[config.mk]
export PLATFORM = sky130hd
export DESIGN_NAME = pipeline_flush_unit
export DESIGN_NICKNAME = d
export VERILOG_FILES = /design/src/rtl/risc_v_pkg.sv /design/src/rtl/flush_counter.sv /design/src/rtl/pipeline_flush_unit.sv
export SDC_FILE = /design/constraint.sdc
export NUM_CORES = 1
export LEC_CHECK = 0
export BUFFER_PORTS_ARGS = -buffer_cell sky130_fd_sc_hd__buf_2
export CORE_UTILIZATION = 40
export DETAILED_ROUTE_END_ITERATION = 10
export PLACE_DENSITY = 0.74
export SYNTH_ARGS = -nofsm -noshare
export SYNTH_HDL_FRONTEND = slang
export SYNTH_HIERARCHICAL = 1
export SYNTH_SLANG_ARGS = --single-unit
[constraint.sdc]
create_clock -name clk -period 2.2 [get_ports clk]
set_clock_uncertainty 0.05 [all_clocks]
set_input_delay 0.22 -clock clk [delete_from_list [all_inputs] [get_ports clk]]
set_output_delay 0.22 -clock clk [all_outputs]
set_load 0.02 [all_outputs]
[src/rtl/risc_v_pkg.sv]
// Shared definitions for the pipeline control blocks.
//   - flush_state_t : flush FSM states (IDLE / REDIRECT / DRAIN)
//   - flush_src_t   : origin of the current redirect (BRANCH / JUMP)
//   - CNT_W         : width of the bubble counter
//   - JAL_INS / JALR_INS : RV32I opcodes of the decode-stage jumps
package risc_v_pkg;

    localparam int CNT_W = 3;

    localparam logic [6:0] JAL_INS  = 7'b1101111;
    localparam logic [6:0] JALR_INS = 7'b1100111;

    typedef enum logic [1:0] {
        IDLE     = 2'd0,
        REDIRECT = 2'd1,
        DRAIN    = 2'd2
    } flush_state_t;

    // BRANCH is encoded as 0 so that the reset value of the source
    // register is a legal enum member.
    typedef enum logic {
        SRC_BRANCH = 1'b0,
        SRC_JUMP   = 1'b1
    } flush_src_t;

endpackage

[src/rtl/flush_counter.sv]
// Loadable bubble down-counter with hold-on-stall.
// Ports:
//   clk, rst    : clock, synchronous active-high reset
//   load        : load load_value (wins over counting)
//   load_value  : number of flush cycles for a new redirect
//   run         : FSM is outside IDLE, counting is allowed
//   stall       : pipeline frozen, counter holds
//   count       : current remaining flush cycles (0 in IDLE)
module flush_counter
    import risc_v_pkg::*;
(
    input  logic             clk,
    input  logic             rst,
    input  logic             load,
    input  logic [CNT_W-1:0] load_value,
    input  logic             run,
    input  logic             stall,
    output logic [CNT_W-1:0] count
);

    // The FSM leaves REDIRECT/DRAIN on the same edge that takes the count
    // from 1 to 0, so the counter reads 0 in IDLE and never wraps.
    always_ff @(posedge clk) begin
        if (rst) begin
            count <= '0;
        end else if (load) begin
            count <= load_value;
        end else if (run && !stall && (count != '0)) begin
            count <= count - 1'b1;
        end
    end

endmodule

[src/rtl/pipeline_flush_unit.sv]
// Pipeline flush / PC redirect controller.
// Captures a decode-stage jump (nop_inject) or an execute-stage taken branch,
// presents the registered redirect target to the PC mux for one (non-stalled)
// cycle, and keeps flushing IF/ID for the configured number of bubbles.
// Ports:
//   clk, rst        : clock, synchronous active-high reset
//   nop_inject      : decode stage holds JAL/JALR
//   jump_target     : jump target from decode
//   branch_taken    : execute stage resolved a taken branch
//   branch_target   : branch target from execute
//   stall           : pipeline hazard stall (frozen cycle)
//   redirect_valid  : PC mux selects redirect_target
//   redirect_target : registered redirect PC
//   flush_if_id     : IF/ID register loads a NOP
//   flush_id_ex     : ID/EX register loads a NOP (branch redirects only)
//   busy            : FSM is not in IDLE
module pipeline_flush_unit
    import risc_v_pkg::*;
#(
    parameter int XLEN           = 32,
    parameter int JUMP_BUBBLES   = 1,
    parameter int BRANCH_BUBBLES = 2
) (
    input  logic            clk,
    input  logic            rst,
    input  logic            nop_inject,
    input  logic [XLEN-1:0] jump_target,
    input  logic            branch_taken,
    input  logic [XLEN-1:0] branch_target,
    input  logic            stall,
    output logic            redirect_valid,
    output logic [XLEN-1:0] redirect_target,
    output logic            flush_if_id,
    output logic            flush_id_ex,
    output logic            busy
);

    localparam logic [CNT_W-1:0] JUMP_CNT   = CNT_W'(JUMP_BUBBLES);
    localparam logic [CNT_W-1:0] BRANCH_CNT = CNT_W'(BRANCH_BUBBLES);

    flush_state_t     state;
    flush_state_t     state_next;
    flush_src_t       src;
    flush_src_t       src_next;
    logic [XLEN-1:0]  target_next;
    logic             load;
    logic [CNT_W-1:0] load_value;
    logic [CNT_W-1:0] count;

    flush_counter u_counter (
        .clk        (clk),
        .rst        (rst),
        .load       (load),
        .load_value (load_value),
        .run        (state != IDLE),
        .stall      (stall),
        .count      (count)
    );

    // Next-state decision. A branch is the older instruction, so it wins
    // over a simultaneous jump and may preempt a jump redirect in flight;
    // anything arriving from decode while a redirect is active is wrong-path.
    always_comb begin
        state_next  = state;
        src_next    = src;
        target_next = redirect_target;
        load        = 1'b0;
        load_value  = '0;
        case (state)
            IDLE: begin
                if (branch_taken) begin
                    state_next  = REDIRECT;
                    src_next    = SRC_BRANCH;
                    target_next = branch_target;
                    load        = 1'b1;
                    load_value  = BRANCH_CNT;
                end else if (nop_inject) begin
                    state_next  = REDIRECT;
                    src_next    = SRC_JUMP;
                    target_next = jump_target;
                    load        = 1'b1;
                    load_value  = JUMP_CNT;
                end
            end
            REDIRECT, DRAIN: begin
                if (branch_taken && (src == SRC_JUMP)) begin
                    state_next  = REDIRECT;
                    src_next    = SRC_BRANCH;
                    target_next = branch_target;
                    load        = 1'b1;
                    load_value  = BRANCH_CNT;
                end else if (!stall) begin
                    state_next = (count == CNT_W'(1)) ? IDLE : DRAIN;
                end
            end
            default: begin
                state_next = IDLE;
            end
        endcase
    end

    // Outputs are registered from the next state so they line up with the
    // state register one cycle after capture.
    always_ff @(posedge clk) begin
        if (rst) begin
            state           <= IDLE;
            src             <= SRC_BRANCH;
            redirect_target <= '0;
            redirect_valid  <= 1'b0;
            flush_if_id     <= 1'b0;
            flush_id_ex     <= 1'b0;
            busy            <= 1'b0;
        end else begin
            state           <= state_next;
            src             <= src_next;
            redirect_target <= target_next;
            redirect_valid  <= (state_next == REDIRECT);
            flush_if_id     <= (state_next != IDLE);
            flush_id_ex     <= (state_next == REDIRECT) && (src_next == SRC_BRANCH);
            busy            <= (state_next != IDLE);
        end
    end

endmodule

==> results of run 1 <==
## registers in the layout (all words and copies together), names as in the netlist
signal,flops
src,1
flush_id_ex,1
redirect_target,32
busy,1
state,2
u_counter/count,3
redirect_valid,1
## power breakdown
| group | total [mW] | internal, mW | switching, mW |
|---|---|---|---|
| logic | 1.13 | 0.429 | 0.698 |
| registers | 1.00 | 0.917 | 0.0862 |
| clock network | 0.622 | 0.370 | 0.252 |
## cell families after synthesis
family          count (synthesis)  synth area share
simple gates                   89            0.1913
compound gates                 80            0.2850
flops                          41            0.4155
buf+inv                        33           0.07157
fa+ha+maj                       4           0.02533
other cells                     1          0.001898
xor+xnor                        1          0.004434
mux                             1          0.005067
## cell usage in the layout (no fill, tap or decap), types with 2 or more instances in the layout
master     count
o21ai_0       35
a311oi_1      32
nand2_1       42
inv_1         10
clkbuf_8       6
ha_1           4
nor2_1        37
dfxtp_1       41
buf_4          8
nand4bb_1      2
nor3_1         4
a21oi_1        3
buf_2        104
o211ai_1       2
## critical path, cell delays in order (launching register included)
cell	delay, ps
dfxtp_1	380
inv_1	60
ha_1	340
buf_4	170
o22ai_4	320
buf_12	250
nor2_1	60
a311oi_1	240
## cell usage after synthesis, drive strengths merged (2+ instances only)
master and count:
inv 10, a21oi 3, nand4bb 2, o211ai 2
ha 4, o21ai 35, clkbuf 16, dfxtp 41
buf 7, nand2 42, nor2 38, nor3 4
a311oi 32
## worst max-delay path by stage
stage	start	end	slack (ps)
floorplan	state[0]	u_counter/count[0]	400
global placement	state[0]	redirect_target[2]	300
detailed placement	state[0]	redirect_target[3]	230
CTS	state[0]	redirect_target[9]	230
global route	state[0]	u_counter/count[2]	80
finish	state[0]	redirect_target[2]	230
## layout make-up
| cell class | count | share of cell area |
|---|---|---|
| clock inverters | 1 | 0.01120 |
| repair buffers | 113 | 0.2241 |
| multi-input cells | 176 | 0.3810 |
| well taps | 67 | 0.03128 |
| flip-flops and latches | 41 | 0.3063 |
| clock buffers | 7 | 0.03221 |
| inverters | 10 | 0.01401 |
## stage by stage
step	util	hold WS, ps	power [mW]
detailed placement	0.5428	438.7	2.153
floorplan	-	234.6	1.785
CTS	0.5674	119.5	2.780
finish	0.5674	130.1	2.752
global route	0.5674	127.5	2.936
global placement	0.5428	430.4	2.131
## layer usage
layer | GRT usage | up-vias
li1 | - | 1089
met5 | 0 | -
met3 | 0.05000 | 6
met1 | 0.2452 | 945
met2 | 0.3281 | 66
met4 | 0.1198 | 0
==> flow_summary_export.csv, run 1 <==
group,metric,value,unit
outcome,status,"finished, final reports clean",
clock_network,numCtsBuffers,5,
clock_network,cts_tree,"built",
finish,drive_above_1_share,0.3592,
floorplanning,fp.dieArea,5224,um2
route,maxUsedRoutingLayer,"met4",
logic_synthesis,ys_ff_latch,41,
floorplanning,start_util,0.4183,
logic_synthesis,ys_seq_area_frac,0.4155,
logic_synthesis,synthTopCellsByArea,"dfxtp_1 42%, a311oi_1 14%, o21ai_0 8.9%, nand2_1 8.0%, nor2_1 7.0%",
logic_synthesis,yosys.area.top_type,"dfxtp_1",
logic_synthesis,syn_area_per_cell,7.903,um2
global_routing,gr-total-overflow,0,
finish,design_area,2680,um2
route,routedWlPerCell,12.41,um
clock_network,hold_buffers,0,
logic_synthesis,synth_nets,323,
timing,final.period_utilization,0.8945,
setup_path,start_kind,"flop",
global_routing,grt_pass1_vias,1865,
route,dr_wl_met3,319,um
logic_synthesis,yosys_warnings,6,
clock_network,htreeDepth,2,
global_routing,grtUsageTotal,0.2032,
route,wl_met1,2.365,mm
finish,area_growth,35.66,%
hold_path,hold_class,"in2reg",
placement,place_ws,232.2,ps
logic_synthesis,ys.flop_type,"dfxtp_1",
setup_path,path_max_fanout,40,
logic_synthesis,synth_edf_count,0,
clock_network,cts_resized,0,
floorplanning,die_y,72.28,um
route,drc,0,
placement,postPlaceCellArea,2564,um2
global_routing,grt_max_degree,41,
timing,setup_tns,0,ps
route,drt_iter0_drc,122,
floorplanning,ioPinCount,105,
route,antenna_left,0,
timing,final_max_slew_viol_count,0,
flow_run,drv_cap,0,
timing,fin_crit,1968,ps
setup_path,reg2reg_from,"state[0]",
clock_network,clk_latency,290,ps
timing,rsz0062_at_grt,"no",
setup_path,crit_arrival,2120,ps
setup_path,crit_type,"reg2reg",
clock_network,clk_pin_slew,80,ps
setup_path,reg2reg_slack,230,ps
route,firstDrtPassIters,4,
timing,fmax,508.1,MHz
global_routing,grt_pass1_wl,8.204,mm
hold_path,worstHoldStart,"jump_target[0]",
placement,place_congestion,0.8644,
logic_synthesis,syn_area,1976,um2
floorplanning,num_rows,25,
floorplanning,core_area,4723,um2
finish,regArea,820.8,um2
global_routing,antenna_found_initial,0,
floorplanning,die_w,72.28,um
clock_network,cts_root_buf,"clkbuf_8",
clock_network,postCtsSetupBuffers,0,
route,via_count,2106,
finish,fillers,446,
timing,tightestPinTransition,546.3,ps
route,routed-wl-met2,2.355,mm
setup_path,r2r-end,"redirect_target[2]",
logic_synthesis,post_synth_num_cell_types,30,
finish,multi_input_area,1021,um2
timing,setup_viol,0,
finish,fin_cells,415,
placement,dp_cells,407,
logic_synthesis,syn_inst,250,
setup_path,reg2reg_depth,7,
timing,hold_violations,0,
finish,nNetsFinal,420,
power_and_ir_drop,peakVddDrop,0.3256,mV
route,drt_wl_total,5.151,mm
timing,maxSlewHeadroom,0.6312,
hold_path,hold-path-endpoint,"redirect_target[0]",
finish,num_antenna_cells,0,
hold_path,min_path_cells,3,
power_and_ir_drop,powerDensity,1027,nW/um2
setup_path,required,2350,ps
placement,dp_hpwl,3.708,mm
logic_synthesis,synth_largest_type_area_fraction,0.4155,
route,viasPerCell,5.075,
logic_synthesis,synth-async-reset-ratio,0,
clock_network,cts_sinks,41,
power_and_ir_drop,power_leakage,1.219,nW
clock_network,clock_path_buffers,2,
setup_path,cp-end-kind,"flop",
placement,place.port_buffers,104,
timing,setup_slack,232.0,ps
No activity file was read; power rests on OpenSTA's default activity.
==> run 2: changes to the inputs <==
- PLACE_DENSITY: 0.74 -> 0.72
- SYNTH_HIERARCHICAL: 1 -> default
==> run 2 against run 1 <==
  * Hold slack better by 13 ps
  * Sequential power hardly changed
  * First-iteration DRC count increased by 1.6%
  * Combinational power rose by 25%
  * Utilization fell by 2.6 points
  * Final cell count up 0.24%
  * Highest routed layer unchanged
==> flow_summary_export.csv, run 2 <==
group,metric,value,unit
floorplanning,fp.dieArea,6095,um2
finish,fillers,517,
logic_synthesis,post_synth_num_cell_types,37,
flow_run,drv_cap,0,
logic_synthesis,ys_seq_area_frac,0.3546,
route,drc,0,
logic_synthesis,syn_inst,253,
placement,place.port_buffers,104,
clock_network,hold_buffers,0,
clock_network,clk_pin_slew,90,ps
logic_synthesis,yosys.area.top_type,"dfxtp_1",
power_and_ir_drop,peakVddDrop,0.4104,mV
finish,area_growth,29.51,%
floorplanning,die_w,78.07,um
power_and_ir_drop,powerDensity,1051,nW/um2
global_routing,antenna_found_initial,0,
global_routing,grtUsageTotal,0.2245,
logic_synthesis,ys_ff_latch,41,
clock_network,numCtsBuffers,5,
finish,largest_register_ffs,32,
finish,drive_above_1_share,0.4506,
timing,setup_tns,0,ps
placement,place_congestion,0.8931,
global_routing,grt_max_degree,40,
clock_network,cts_root_buf,"clkbuf_8",
clock_network,cts_tree,"built",
setup_path,start_kind,"flop",
route,drt_iter0_drc,124,
placement,dp_hpwl,4.272,mm
logic_synthesis,ys.flop_type,"dfxtp_1",
power_and_ir_drop,power_leakage,1.241,nW
global_routing,grt_pass1_wl,10.84,mm
timing,fmax,524.7,MHz
timing,tightestPinTransition,521.5,ps
floorplanning,ioPinCount,105,
finish,nNetsFinal,417,
clock_network,clock_path_buffers,2,
hold_path,hold_class,"in2reg",
finish,layout_commonest_cell,"buf_2",
global_routing,grt_pass1_vias,2372,
floorplanning,core_area,5540,um2
logic_synthesis,synth_largest_type_area_fraction,0.3546,
route,antenna_left,0,
floorplanning,start_util,0.4178,
route,routedWlPerCell,15.61,um
logic_synthesis,synthTopCellsByArea,"dfxtp_1 35%, a311oi_2 19%, a211oi_1 11%, o21ai_0 7.6%, nand2_1 5.4%",
logic_synthesis,syn_area_per_cell,9.149,um2
timing,hold_violations,0,
clock_network,cts_sinks,41,
timing,hold_slack,142.7,ps
timing,fin_crit,1906,ps
route,via_count,2375,
finish,num_antenna_cells,0,
finish,regMostFlops,"redirect_target",
logic_synthesis,synthTopCellsByCount,"41 x dfxtp_1, 35 x o21ai_0, 33 x a211oi_1, 33 x nand2_1, 30 x a311oi_2",
timing,maxSlewHeadroom,0.6523,
route,viasPerCell,5.709,
setup_path,crit_arrival,2020,ps
setup_path,path_max_fanout,33,
route,drt_wl_total,6.495,mm
timing,final_max_slew_viol_count,0,
floorplanning,die_y,78.07,um
floorplanning,num_rows,27,
finish,top_regs,"redirect_target x32, u_counter.count x3, state x2",
logic_synthesis,yosys_warnings,0,
setup_path,required,2320,ps
outcome,status,"finished, final reports clean",
route,firstDrtPassIters,4,
clock_network,clk_latency,310,ps
global_routing,gr-total-overflow,0,
logic_synthesis,yosysMostFrequentCell,"dfxtp_1",
finish,final_cell_mix,"104 x buf_2, 41 x dfxtp_1, 35 x o21ai_0",
logic_synthesis,syn_area,2315,um2
timing,setup_viol,0,
clock_network,htreeDepth,2,
finish,design_area,2998,um2
logic_synthesis,synth_nets,327,
setup_path,crit_type,"reg2reg",
timing,final.period_utilization,0.8663,
timing,rsz0062_at_grt,"no",
logic_synthesis,synth_edf_count,0,
logic_synthesis,synth-async-reset-ratio,0,
placement,postPlaceCellArea,2858,um2
setup_path,cp-end-kind,"flop",
## run 2: cell count changes after synthesis, moves of 3 or more
cell | before | now
a211oi_1 | 0 | 33
a311oi_1 | 32 | 3
a311oi_2 | 0 | 30
buf_2 | 2 | 13
buf_4 | 4 | 1
inv_1 | 10 | 7
nand2_1 | 42 | 33
nor2_1 | 37 | 3
nor3_1 | 4 | 1
or3_1 | 0 | 3
## run 2: path summary, 6_finish.rpt
check        cells after the start          startpoint                   to  slack, ps
max                              6            state[0]                 busy        290
min                              3     jump_target[15]  redirect_target[15]        140
max reg2reg                      6            state[0]                 busy        290
min reg2reg                      2  u_counter.count[2]   u_counter.count[2]        460
## run 2: layout make-up
type,instances,area [um2],share of cell area
Multi-Input combinational cell,174,1331,0.4441
Sequential cell,41,820.8,0.2738
Timing Repair Buffer,114,595.6,0.1987
Tap cell,72,90.09,0.03005
Clock buffer,5,68.82,0.02295
Clock inverter,3,65.06,0.02170
Inverter,7,26.28,0.008765
## run 2: kinds of logic (layout without fill, tap and decap cells)
group	count (synthesis)	after routing	share of synthesized area
AOI/OAI and AO/OA	115	115	0.4303
and+or+nand+nor	54	54	0.1146
DFF	41	41	0.3546
buffers and inverters	38	129	0.07351
adders and majority gates	5	5	0.02703
## run 2: report_power, final
group	switching (mW)	internal [mW]
clock network	0.277	0.451
registers	0.0929	0.921
logic	0.875	0.535
total	1.24	1.91
## run 2: what timing repair did
action,4_1_cts,5_1_grt
hold endpoints to repair,0,0
resized for setup,0,1
buffers inserted,0,0
setup endpoints to repair,0,16
## run 2: critical path, cell delays in order (launching register included)
cell,delay (ps)
dfxtp_1,360
inv_1,60
ha_1,330
and3_1,180
buf_4,260
a211oi_1,410
a21oi_1,120
## run 2: through the flow
stage                 util  setup WS [ps]  cells  power, mW
global placement    0.5158          197.6    408      2.405
CTS                 0.5400          101.1    416      3.163
finish              0.5411          294.1    416      3.151
global route        0.5411          63.93    416      3.347
detailed placement  0.5158          121.8    408      2.431
floorplan                -          456.5    253      2.047
## run 2: routing by layer
layer  global-route usage  wire, um  up-vias
li1                     -         -     1148
met1               0.2763      2872     1120
met2               0.3711      2982       98
met3              0.05930       518        9
met4              0.09074       122        0
met5                    0         0        -
